### src/rtl/mcp3008_responder_if.sv
// SPI pin bundle between an acquisition master and the MCP3008 stand-in.
interface mcp3008_responder_if;
    logic spi_clk;
    logic spi_cs_n;
    logic spi_din;
    logic spi_dout;
    logic spi_dout_oe;

    modport master (
        output spi_clk, spi_cs_n, spi_din,
        input  spi_dout, spi_dout_oe
    );

    modport slave (
        input  spi_clk, spi_cs_n, spi_din,
        output spi_dout, spi_dout_oe
    );
endinterface

### src/rtl/mcp3008_responder.sv
// In-fabric MCP3008 slave model: oversampled SPI, command decode, channel-code
// latch and serial result (null bit, MSB-first word, optional LSB-first repeat).
module mcp3008_responder #(
    parameter int SYNC_STAGES = 2,
    parameter bit LSB_TRAIL   = 1'b1
) (
    input  logic                      clk,
    input  logic                      rst,
    mcp3008_responder_if.slave        spi,
    input  logic [79:0]               ch_data,
    output logic                      conv_strobe,
    output logic                      conv_sgl,
    output logic [2:0]                conv_chan,
    output logic [9:0]                conv_code,
    output logic                      busy
);

    typedef enum logic [2:0] {
        IDLE, WAIT_START, CMD, SAMPLE, NULLB, MSB, LSB, TRAIL
    } state_t;

    // Synchronizer lanes: bit 0 = spi_clk, bit 1 = spi_cs_n, bit 2 = spi_din.
    logic [2:0]                   pins;
    logic [SYNC_STAGES-1:0][2:0]  sync_reg;
    logic                         clk_prev_reg;
    logic                         clk_s, cs_s, din_s, rise, fall;

    assign pins = {spi.spi_din, spi.spi_cs_n, spi.spi_clk};

    // cs_n lanes come out of reset deasserted so no transaction is seen early.
    always_ff @(posedge clk or posedge rst) begin
        if (rst) begin
            for (int s = 0; s < SYNC_STAGES; s++) begin
                sync_reg[s] <= 3'b010;
            end
            clk_prev_reg <= 1'b0;
        end else begin
            sync_reg[0] <= pins;
            for (int s = 1; s < SYNC_STAGES; s++) begin
                sync_reg[s] <= sync_reg[s-1];
            end
            clk_prev_reg <= sync_reg[SYNC_STAGES-1][0];
        end
    end

    assign clk_s = sync_reg[SYNC_STAGES-1][0];
    assign cs_s  = sync_reg[SYNC_STAGES-1][1];
    assign din_s = sync_reg[SYNC_STAGES-1][2];
    assign rise  = clk_s & ~clk_prev_reg;
    assign fall  = ~clk_s & clk_prev_reg;

    logic [9:0] ch [8];
    for (genvar gi = 0; gi < 8; gi++) begin : g_ch
        assign ch[gi] = ch_data[10*gi +: 10];
    end

    state_t     state_reg, state_next;
    logic [3:0] cnt_reg, cnt_next;
    logic [3:0] cmd_reg, cmd_next;
    logic       dout_reg, dout_next;
    logic       oe_reg, oe_next;
    logic       busy_reg, busy_next;
    logic       strobe_reg, strobe_next;
    logic       sgl_reg, sgl_next;
    logic [2:0] chan_reg, chan_next;
    logic [9:0] code_reg, code_next;

    // Differential: IN+ is always CH[chan], IN- its pair partner; negative clamps to 0.
    logic [10:0] diff;
    logic [9:0]  code_calc;
    assign diff      = {1'b0, ch[cmd_reg[2:0]]}
                     - (cmd_reg[3] ? 11'd0 : {1'b0, ch[cmd_reg[2:0] ^ 3'd1]});
    assign code_calc = diff[10] ? 10'd0 : diff[9:0];

    always_ff @(posedge clk or posedge rst) begin
        if (rst) begin
            state_reg  <= IDLE;
            cnt_reg    <= 4'd0;
            cmd_reg    <= 4'd0;
            dout_reg   <= 1'b0;
            oe_reg     <= 1'b0;
            busy_reg   <= 1'b0;
            strobe_reg <= 1'b0;
            sgl_reg    <= 1'b0;
            chan_reg   <= 3'd0;
            code_reg   <= 10'd0;
        end else begin
            state_reg  <= state_next;
            cnt_reg    <= cnt_next;
            cmd_reg    <= cmd_next;
            dout_reg   <= dout_next;
            oe_reg     <= oe_next;
            busy_reg   <= busy_next;
            strobe_reg <= strobe_next;
            sgl_reg    <= sgl_next;
            chan_reg   <= chan_next;
            code_reg   <= code_next;
        end
    end

    always_comb begin
        state_next  = state_reg;
        cnt_next    = cnt_reg;
        cmd_next    = cmd_reg;
        dout_next   = dout_reg;
        oe_next     = oe_reg;
        busy_next   = busy_reg;
        strobe_next = 1'b0;
        sgl_next    = sgl_reg;
        chan_next   = chan_reg;
        code_next   = code_reg;

        // A deasserted chip select overrides any coincident spi_clk event.
        if (cs_s) begin
            state_next = IDLE;
            cnt_next   = 4'd0;
            dout_next  = 1'b0;
            oe_next    = 1'b0;
            busy_next  = 1'b0;
        end else begin
            case (state_reg)
                IDLE: state_next = WAIT_START;
                WAIT_START: begin
                    if (rise && din_s) begin
                        state_next = CMD;
                        busy_next  = 1'b1;
                        cnt_next   = 4'd0;
                    end
                end
                CMD: begin
                    if (rise) begin
                        cmd_next = {cmd_reg[2:0], din_s};
                        if (cnt_reg == 4'd3) begin
                            state_next = SAMPLE;
                            cnt_next   = 4'd0;
                        end else begin
                            cnt_next = cnt_reg + 4'd1;
                        end
                    end
                end
                SAMPLE: begin
                    if (fall) begin
                        sgl_next    = cmd_reg[3];
                        chan_next   = cmd_reg[2:0];
                        code_next   = code_calc;
                        strobe_next = 1'b1;
                        state_next  = NULLB;
                    end
                end
                NULLB: begin
                    if (fall) begin
                        oe_next    = 1'b1;
                        dout_next  = 1'b0;
                        cnt_next   = 4'd0;
                        state_next = MSB;
                    end
                end
                MSB: begin
                    if (fall) begin
                        dout_next = code_reg[4'd9 - cnt_reg];
                        if (cnt_reg == 4'd9) begin
                            cnt_next   = 4'd0;
                            state_next = LSB_TRAIL ? LSB : TRAIL;
                        end else begin
                            cnt_next = cnt_reg + 4'd1;
                        end
                    end
                end
                LSB: begin
                    if (fall) begin
                        dout_next = code_reg[cnt_reg + 4'd1];
                        if (cnt_reg == 4'd8) begin
                            state_next = TRAIL;
                        end else begin
                            cnt_next = cnt_reg + 4'd1;
                        end
                    end
                end
                TRAIL: begin
                    if (fall) begin
                        dout_next = 1'b0;
                    end
                end
                default: state_next = IDLE;
            endcase
        end
    end

    assign spi.spi_dout    = dout_reg;
    assign spi.spi_dout_oe = oe_reg;
    assign conv_strobe     = strobe_reg;
    assign conv_sgl        = sgl_reg;
    assign conv_chan       = chan_reg;
    assign conv_code       = code_reg;
    assign busy            = busy_reg;

endmodule

### src/flat_wrapper.sv
// flat-port wrapper written by rule: the top's interface ports become plain ports
module mcp3008_responder_flat 
#(
    parameter int SYNC_STAGES = 2,
    parameter bit LSB_TRAIL   = 1'b1
)
  (clk, rst, ch_data, conv_strobe, conv_sgl, conv_chan, conv_code, busy, spi_spi_clk, spi_spi_cs_n, spi_spi_din, spi_spi_dout, spi_spi_dout_oe);
  mcp3008_responder_if spi_i ();
  input  logic clk;
  input  logic rst;
  input  logic [79:0] ch_data;
  output logic conv_strobe;
  output logic conv_sgl;
  output logic [2:0] conv_chan;
  output logic [9:0] conv_code;
  output logic busy;
  input wire logic [$bits(spi_i.spi_clk)-1:0] spi_spi_clk;
  input wire logic [$bits(spi_i.spi_cs_n)-1:0] spi_spi_cs_n;
  input wire logic [$bits(spi_i.spi_din)-1:0] spi_spi_din;
  output wire logic [$bits(spi_i.spi_dout)-1:0] spi_spi_dout;
  output wire logic [$bits(spi_i.spi_dout_oe)-1:0] spi_spi_dout_oe;
  assign spi_i.spi_clk = spi_spi_clk;
  assign spi_i.spi_cs_n = spi_spi_cs_n;
  assign spi_i.spi_din = spi_spi_din;
  assign spi_spi_dout = spi_i.spi_dout;
  assign spi_spi_dout_oe = spi_i.spi_dout_oe;
  mcp3008_responder #(.SYNC_STAGES(SYNC_STAGES), .LSB_TRAIL(LSB_TRAIL)) u_core (.clk(clk), .rst(rst), .spi(spi_i), .ch_data(ch_data), .conv_strobe(conv_strobe), .conv_sgl(conv_sgl), .conv_chan(conv_chan), .conv_code(conv_code), .busy(busy));
endmodule
### config.mk
export PLATFORM = sky130hd
export DESIGN_NAME = mcp3008_responder_flat
export DESIGN_NICKNAME = d
export VERILOG_FILES = /design/src/rtl/mcp3008_responder_if.sv /design/src/rtl/mcp3008_responder.sv /design/src/flat_wrapper.sv
export SDC_FILE = /design/constraint.sdc
export NUM_CORES = 1
export LEC_CHECK = 0
export CAP_MARGIN = 20
export CORE_MARGIN = 1.5
export CORE_UTILIZATION = 35
export DETAILED_ROUTE_END_ITERATION = 10
export GPL_ROUTABILITY_DRIVEN = 0
export GPL_TIMING_DRIVEN = 1
export HOLD_SLACK_MARGIN = 0.15
export RECOVER_POWER = 25
export SYNTH_ARGS = -nofsm -noshare
export SYNTH_HDL_FRONTEND = slang
export SYNTH_SLANG_ARGS = --single-unit
### constraint.sdc
create_clock -name clk -period 9.2 [get_ports clk]
set_clock_uncertainty 0.15 [all_clocks]
set_input_delay 1.38 -clock clk [delete_from_list [all_inputs] [get_ports clk]]
set_output_delay 1.38 -clock clk [all_outputs]
set_load 0.01 [all_outputs]
# [Word-level counts from Yosys, hierarchy flattened]
# Index checks and enable logic that the tools add are counted.
[word_totals] output_inout_bits=18 inputBits=85 regBits=36 wordCells=113
[classes] reduce_logical=17 n_eq_ne=21 order_cmp=4 mux=47 n_bitwise=8 add_sub_neg=3
[op_table] cell="$bmux W10 S3" n=2
[op_table] cell="$mux W10" n=6
[op_table] cell="$mux W4" n=9
[op_table] cell="$mux W3" n=10
[op_table] cell="$ne A3 B1 Y1 const B" n=10
[op_table] cell="$pmux W3 S7" n=1
[op_table] cell="$pmux W4 S5" n=1
[op_table] cell="$mux W1" n=15
[op_table] cell="$eq A3 B3 Y1 const B" n=4
[op_table] cell="$sub A10 B11 Y11" n=1
[op_table] cell="$lt A4 B5 Y1 const B" n=2
[op_table] cell="$reduce_and A10 Y1" n=1
[op_table] cell="$bmux W1 S4" n=2
[op_table] cell="$eq A4 B4 Y1 const B" n=2
[op_table] cell="$ge A4 B4 Y1 const B" n=2
[op_table] cell="$not A3 Y4" n=2
[op_table] cell="$reduce_bool A2 Y1" n=4
[op_table] cell="$reduce_bool A8 Y1" n=1
[op_table] cell="$reduce_and A7 Y1" n=1
[op_table] cell="$eq A3 B2 Y1 const B" n=2
[op_table] cell="$reduce_and A3 Y1" n=2
[op_table] cell="$reduce_bool A6 Y1" n=1
[op_table] cell="$add A4 B1 Y4 const B" n=1
[op_table] cell="$eq A4 B2 Y1 const B" n=1
[op_table] cell="other kinds (12)" n=17

# [Longest topological paths before layout]
# Gate-level depths: netlist of the first run.
[logic_depth] ltp_word=8 depth_mapped=13

# [Least setup slack after synthesis of the first run]
# OpenSTA, ideal clock, no wires.
[synth_path] kind="in2reg" startpoint="input port ch_data[70]" endpoint="register u_core.code_reg[9] (netlist: u_core.conv_code[9])" arrival_ns=3.547 required_time_ns=8.928 path_slack_ns=5.382 cell_stages=10 path_cell_list="mux4_2 -> mux2i_1 -> ha_1 -> inv_1 -> fa_1 -> a21oi_1 -> o21ai_2 -> a21oi_1 -> o41ai_4 -> a32o_1"
[synth_between] elab_chain_cells=6 word_cells_on_any_way=9 cone_classes="add/sub: 1; mux: 8"
[synth_lines] item="start, declared" line="flat_wrapper.sv:11" source="input logic [79:0] ch_data;"
[synth_lines] item="$bmux W10 S3" line="mcp3008_responder.sv:72" source="- (cmd_reg[3] ? 11'd0 : {1'b0, ch[cmd_reg[2:0] ^ 3'd1]});"
[synth_lines] item="$mux W10 (not written as such) (2 in a row)" line="mcp3008_responder.sv:72"
[synth_lines] item="$mux W10" line="mcp3008_responder.sv:72"
[synth_lines] item="$sub A10 B11 Y11 (*)" line="mcp3008_responder.sv:72"
[synth_lines] item="$mux W10 (*)" line="mcp3008_responder.sv:73" source="assign code_calc = diff[10] ? 10'd0 : diff[9:0];"
[synth_lines] item="end signal, assigned" line="mcp3008_responder.sv:97" source="code_reg <= code_next;"
[synth_lines] item="end, declared" line="mcp3008_responder.sv:66" source="logic [9:0] code_reg, code_next;"
# Every way passes the cells marked *; elsewhere a longest branch is shown, timed or not. The select of a mux whose other input is x is not followed.
# A chain may end at the register's enable or synchronous reset.

# [Final worst setup path of the first run]
[layout_path] startpoint="input port ch_data[30]" endpoint="register u_core.code_reg[5] (netlist: u_core.conv_code[5])"
# Same word-level chain as after synthesis.

==> summary.md, run 1 <==
| Metric | Value |
|---|---|
| Cts hold-fix bufs | `0` |
| Worst vdd ir | `0.0951 mV` |
| Total internal power | `647 uW` |
| Syn Nets | `405` |
| Flop2flop setup slack | `5520 ps` |
| Final Max Tran Viols | `37` |
| Period utilization | `46.0%` |
| Placed Area | `4630 um^2` |
| I/O pins | `103` |
| Number of max-cap violations | `1` |
| TritonCTS Buffers | `5` |
| Final hold violations | `0` |
| DRC viols | `0` |
| CTS tree | `done` |
| Share of flip-flops with an asynchronous set or reset | `100%` |
| Port bufs | `102` |
| DR top layer | `met4` |
| Final setup viols | `0` |
| Number of flip-flops in the largest register | `10` |
| Via count | `2,913` |
| Pre-antenna DRT Iters | `5` |
| Slew @ Worst Pin | `1940 ps` |
| CTS clk-pin slew, worst paths | `80 ps` |
| Final HPWL DP | `6880 um` |
| Global route total overflow | `0` |
| Final worst path period need | `4230 ps` |
| Seq/Total Area, Yosys | `25.6%` |
| RSZ-0062 raised after global routing | `false` |
| Area Overhead vs Synth | `34.4%` |
| Max_slew headroom | `-29.3%` |
| WP data required | `9220 ps` |
| Most numerous cell on the critical path | `a21oi_1` |
| Synthesis Warnings | `0` |
| Initial Util | `36.1%` |
| Pwr/cell area | `229 nW/um^2` |
| Post-route cell area | `4740 um^2` |
| Status | `complete, but fails checks` |
| Switching share of power | `40.5%` |
| First-pass GRT wire length | `14,400 um` |
| Post-Syn Area per Cell | `11.6 um^2` |
| Routed wl met3 | `470 um` |
| Comb power frac | `65.0%` |
| Most frequent cells in the layout | `clkdlybuf4s50_1 (98), mux4_2 (43), dfrtp_1 (32)` |
| Hold WC Path Type | `flip-flop to flip-flop` |
| # resized after CTS | `0` |
| Tot GR Track Use | `17.2%` |
| Die area | `10,700 um^2` |
| Clk Tree Root Cell | `clkbuf_8` |
| Fmax | `0.236 GHz` |
| Sink Count | `36` |
| Hold slack | `209 ps` |
| Post-Syn Instances | `305` |
| Setup TNS | `0 ps` |
| Clock Latency Late Sink | `290 ps` |
| Layout cells sized above 1 | `21.7%` |
| Share of power burned in the clock network | `12.9%` |
| Initial antenna violation count | `0` |
| Top cells by area, synth | `mux4_2 (27%), dfrtp_1 (24%), mux2_2 (5.1%)` |
| Die H | `103 um` |
| Setup Buffers After CTS | `0` |
| Top cell type's share of synthesized area | `27.5%` |
| Met2 WL | `4020 um` |
| Post-DRT Antenna Nets | `0` |
| Startpoint Class | `input port` |
| Core Area | `9770 um^2` |
| Yosys reg bits | `36` |
| Vias per cell | `5.50` |
| Cell area after synthesis | `3530 um^2` |
| # rows | `36` |
| Clock Tree Buf Depth | `2` |
| CP Max Fanout | `9` |
| Violated checks | `max-capacitance violations, max-slew violations` |
| Vias in the first global route | `2,979` |
| Final wirelength | `8520 um` |
| Critical path class | `input port to flip-flop` |
| M1 WL | `3920 um` |
| Post-synth EDFFs | `0` |
| Synth cell types | `65` |
| Sequential power share | `22.1%` |
| Most area-hungry cell type in the Yosys netlist | `mux4_2` |
| CP bufs+invs | `2` |
| CP delay by family, top | `compound AO/OA/AOI/OAI gates` |
| Die Wd | `103 um` |
| Largest net degree at the start of global routing | `44` |
| Critical path's slowest cell | `mux4_2` |
| Crit path cell chain | `clkdlybuf4s50_1 -> mux4_2 -> mux2i_1 -> ha_1 -> inv_1 -> fa_1 -> a21oi_1 -> o21ai_2 -> a21oi_1 -> o41ai_4 -> a32o_1` |
| Total Nets Final | `496` |
| Htree depth | `2` |
| Commonest non-fill, non-tap cell in the layout | `clkdlybuf4s50_1` |
| Static Leak | `0.00180 uW` |
| Top FF cell, synth | `dfrtp_1` |
| Critical path data arrival time | `4260 ps` |
| ANT cells | `0` |
| Switching power | `441 uW` |
| Wire length per cell | `16.1 um` |
| DRT iter0 DRCs | `87` |
| CP peak stage delay | `480 ps` |
| Worst Setup End Kind | `flip-flop` |
routing by layer:
metal | up-vias | track usage, %
li1 | 1380 | -
met1 | 1439 | 23.2
met2 | 86 | 28.1
met4 | 0 | 4.37
met3 | 8 | 3.90
met5 | - | 0
power by group through the flow:
stage	clock, uW	combinational, uW	sequential [uW]
finish	140	707	240
global route	152	787	248
CTS	145	699	254
detailed placement	0	696	257
global placement	0	693	255
floorplan	0	547	222
metrics by stage:
stage                     util (%)  worst slack [ps]  total power (uW)  instances
after floorplan                  -              5380               768        305
after global placement        47.3              4720               948        521
after detailed placement      47.3              4650               953        521
after CTS                     48.5              4960              1100        529
after global routing          48.5              4750              1190        530
final                         48.5              4970              1090        530
path summary, 6_finish.rpt:
path                               startpoint  cells after the start                   to
max                               ch_data[30]                     11  u_core.conv_code[5]
min                        u_core.sync_reg[1]                      0          u_core.cs_s
max reg2reg                 u_core.cmd_reg[0]                     11  u_core.conv_code[5]
min reg2reg                u_core.sync_reg[1]                      0          u_core.cs_s
max in group asynchronous                 rst                      3    u_core.cmd_reg[0]
min in group asynchronous                 rst                      3  u_core.conv_chan[1]
cells in the mapped netlist, types with 5 or more instances:
library cell  count
mux4_2           43
o21ai_0           7
nand3_1           8
dfrtp_1          34
nor2_1           15
xor2_1            5
inv_1            14
mux2_2           16
a21oi_1           9
nand2_1          15
a21o_1            5
clkbuf_1          6
or2_2             5
buf_2             9
a22o_1            7
ha_1             14
mux2i_1          15
kinds of logic after synthesis:
kind of cell               count (synthesis)  synth area share [%]
AOI/OAI and AO/OA                         65                  14.0
adders and majority gates                 15                  5.53
and+or+nand+nor                           72                  11.6
buffers and inverters                     36                  4.68
DFF                                       36                  25.6
muxes                                     74                  36.8
xor gates and xnor gates                   7                  1.74
final cells by class:
cell class / count / area [um^2]
clock inverter: 3 / 42.5
fill: 902 / 5030
timing repair buffer: 106 / 1060
multi-input combinational: 233 / 2440
sequential: 36 / 906
clock buffer: 5 / 68.8
inverter: 14 / 52.6
tap: 133 / 166
worst reg2reg max path, cell delays in order (launching register included):
cell     delay (ps)
dfrtp_2         340
buf_4           490
mux4_2          600
mux2i_1         150
ha_1            220
inv_1            70
fa_1            400
a21oi_1         250
o21ai_2         100
a21oi_1         330
o41ai_4         190
a32o_1          270
(Power assumes the default switching activity.)
==> run 2, diff against run 1 <==
- clock period: 9.2 -> 4.2 ns (I/O delays scaled with it)
==> run 2 against run 1 <==
Against the previous run: the run still ends with max-capacitance violations, max-slew violations left; die area did not move; register-to-register slack got worse by 4900 ps; first-iteration DRC count rose by 54%; non-clock buffer count grew 4; wire length increased by 0.99%; clock-buffer cell count unchanged; sequential share of layout area fell by 0.15 points; via count fell by 0.48%; global-route usage increased by 0.23 points.
==> summary.md, run 2 (synthesis gave the netlist of run 1 again) <==
| Metric | Value |
|---|---|
| # rows | `36` |
| Worst Setup End Kind | `flip-flop` |
| Worst r2r dst | `u_core.conv_code[5]` |
| Layout cells sized above 1 | `22.7%` |
| Core Area | `9770 um^2` |
| Initial antenna violation count | `0` |
| Critical path data arrival time | `3630 ps` |
| Post-place setup slack | `376 ps` |
| Final setup viols | `0` |
| Initial Util | `36.1%` |
| Wire length per cell | `16.1 um` |
| Total Nets Final | `500` |
| HP Start | `u_core.sync_reg[2]` |
| Max_slew headroom | `-28.3%` |
| TritonCTS Buffers | `5` |
| Via count | `2,899` |
| Die area | `10,700 um^2` |
| Vias per cell | `5.43` |
| CTS tree | `done` |
| Clock Tree Buf Depth | `2` |
| CTS clk-pin slew, worst paths | `80 ps` |
| Critical path class | `flip-flop to flip-flop` |
| Setup Buffers After CTS | `0` |
| Worst vdd ir | `0.165 mV` |
| Final hold violations | `0` |
| WP data required | `4270 ps` |
| Htree depth | `2` |
| Sink Count | `36` |
| Hold path depth | `0` |
| Final Max Tran Viols | `37` |
| DRC viols | `0` |
| DRT iter0 DRCs | `134` |
| Port bufs | `102` |
| Vias in the first global route | `3,081` |
| CP Max Fanout | `20` |
| # resized after CTS | `0` |
| Clk Tree Root Cell | `clkbuf_8` |
| First-pass GRT wire length | `14,800 um` |
| Flop2flop setup slack | `640 ps` |
| Slew @ Worst Pin | `1920 ps` |
| Final wirelength | `8600 um` |
| Pwr/cell area | `505 nW/um^2` |
| Cts hold-fix bufs | `0` |
| Setup TNS | `0 ps` |
| Commonest non-fill, non-tap cell in the layout | `clkdlybuf4s50_1` |
| Die Wd | `103 um` |
| Tot GR Track Use | `17.4%` |
| Pre-antenna DRT Iters | `4` |
| Die H | `103 um` |
| Period utilization | `84.8%` |
| Startpoint Class | `flip-flop` |
| Worst r2r path cells | `8` |
| Final worst path period need | `3560 ps` |
| Setup ws final | `638 ps` |
| FF-to-FF Start | `u_core.cmd_reg[0]` |
| Most frequent cells in the layout | `clkdlybuf4s50_1 (98), mux4_2 (43), dfrtp_1 (32)` |
| Number of flip-flops in the largest register | `10` |
| RSZ-0062 raised after global routing | `false` |
| ANT cells | `0` |
| Fmax | `0.281 GHz` |
| Final HPWL DP | `7120 um` |
| Post-DRT Antenna Nets | `0` |
| Largest net degree at the start of global routing | `37` |
| Hold endpoint | `u_core.din_s` |
| Violated checks | `max-capacitance violations, max-slew violations` |
| Static Leak | `0.00183 uW` |
| Area Overhead vs Synth | `35.4%` |
| Status | `complete, but fails checks` |
| I/O pins | `103` |
| Hold WC Path Type | `flip-flop to flip-flop` |
| Number of max-cap violations | `1` |
| Global route total overflow | `0` |
| Clock Latency Late Sink | `280 ps` |
## run 2: cell types whose count changed in the layout (fill, tap and decap cells not counted)
cell and delta:
buf_12 -1, buf_4 +5, clkinv_2 -1, inv_6 +1, nand4_1 -1, nand4_4 +1
## run 2: how the worst max path moves through the flow
stage,start,end,cells past startpoint
2_1_floorplan,u_core.cmd_reg[1],u_core.conv_code[9],11
3_3_place_gp,ch_data[70],u_core.conv_code[9],11
3_5_place_dp,ch_data[70],u_core.conv_code[5],11
4_1_cts,u_core.cmd_reg[0],u_core.conv_code[5],8
5_1_grt,u_core.cmd_reg[0],u_core.conv_code[9],10
6_report,u_core.cmd_reg[0],u_core.conv_code[5],8
## run 2: power breakdown
part / internal (uW) / total, uW / leakage [uW] / switching, uW
registers: 414 / 581 / 0.000467 / 167
logic: 838 / 1520 / 0.00131 / 682
clock network: 179 / 310 / 0.0000548 / 131
## run 2: metal layers
metal	wire length, um	vias to the layer above	GRT usage (%)
li1	-	1388	-
met5	0	-	0
met1	3930	1407	23.5
met2	4050	100	29.0
met3	574	4	4.10
met4	51	0	3.22
## run 2: through the flow
stage	area, um^2	std cells	hold slack [ps]	util, %	total power [uW]
5_1_grt	4780	534	214	48.9	2610
3_3_place_gp	4660	526	193	47.7	2090
6_report	4780	534	209	48.9	2410
3_5_place_dp	4660	526	192	47.7	2110
4_1_cts	4780	534	211	48.9	2430
2_1_floorplan	3530	305	181	-	1680
## run 2: area by class of cell
cell class,instances,area (um^2)
clock buffer,5,68.8
multi-input combinational,233,2460
inverter,14,52.6
clock inverter,3,46.3
tap,133,166
fill,898,5000
timing repair buffer,110,1080
sequential,36,906
## run 2: worst max-delay path: stages, from the launching register on
cell	delay, ps
dfrtp_2	710
buf_4	350
mux4_2	520
mux2_2	280
ha_1	330
o21a_1	180
a21oi_1	140
o41ai_4	580
a32o_1	250
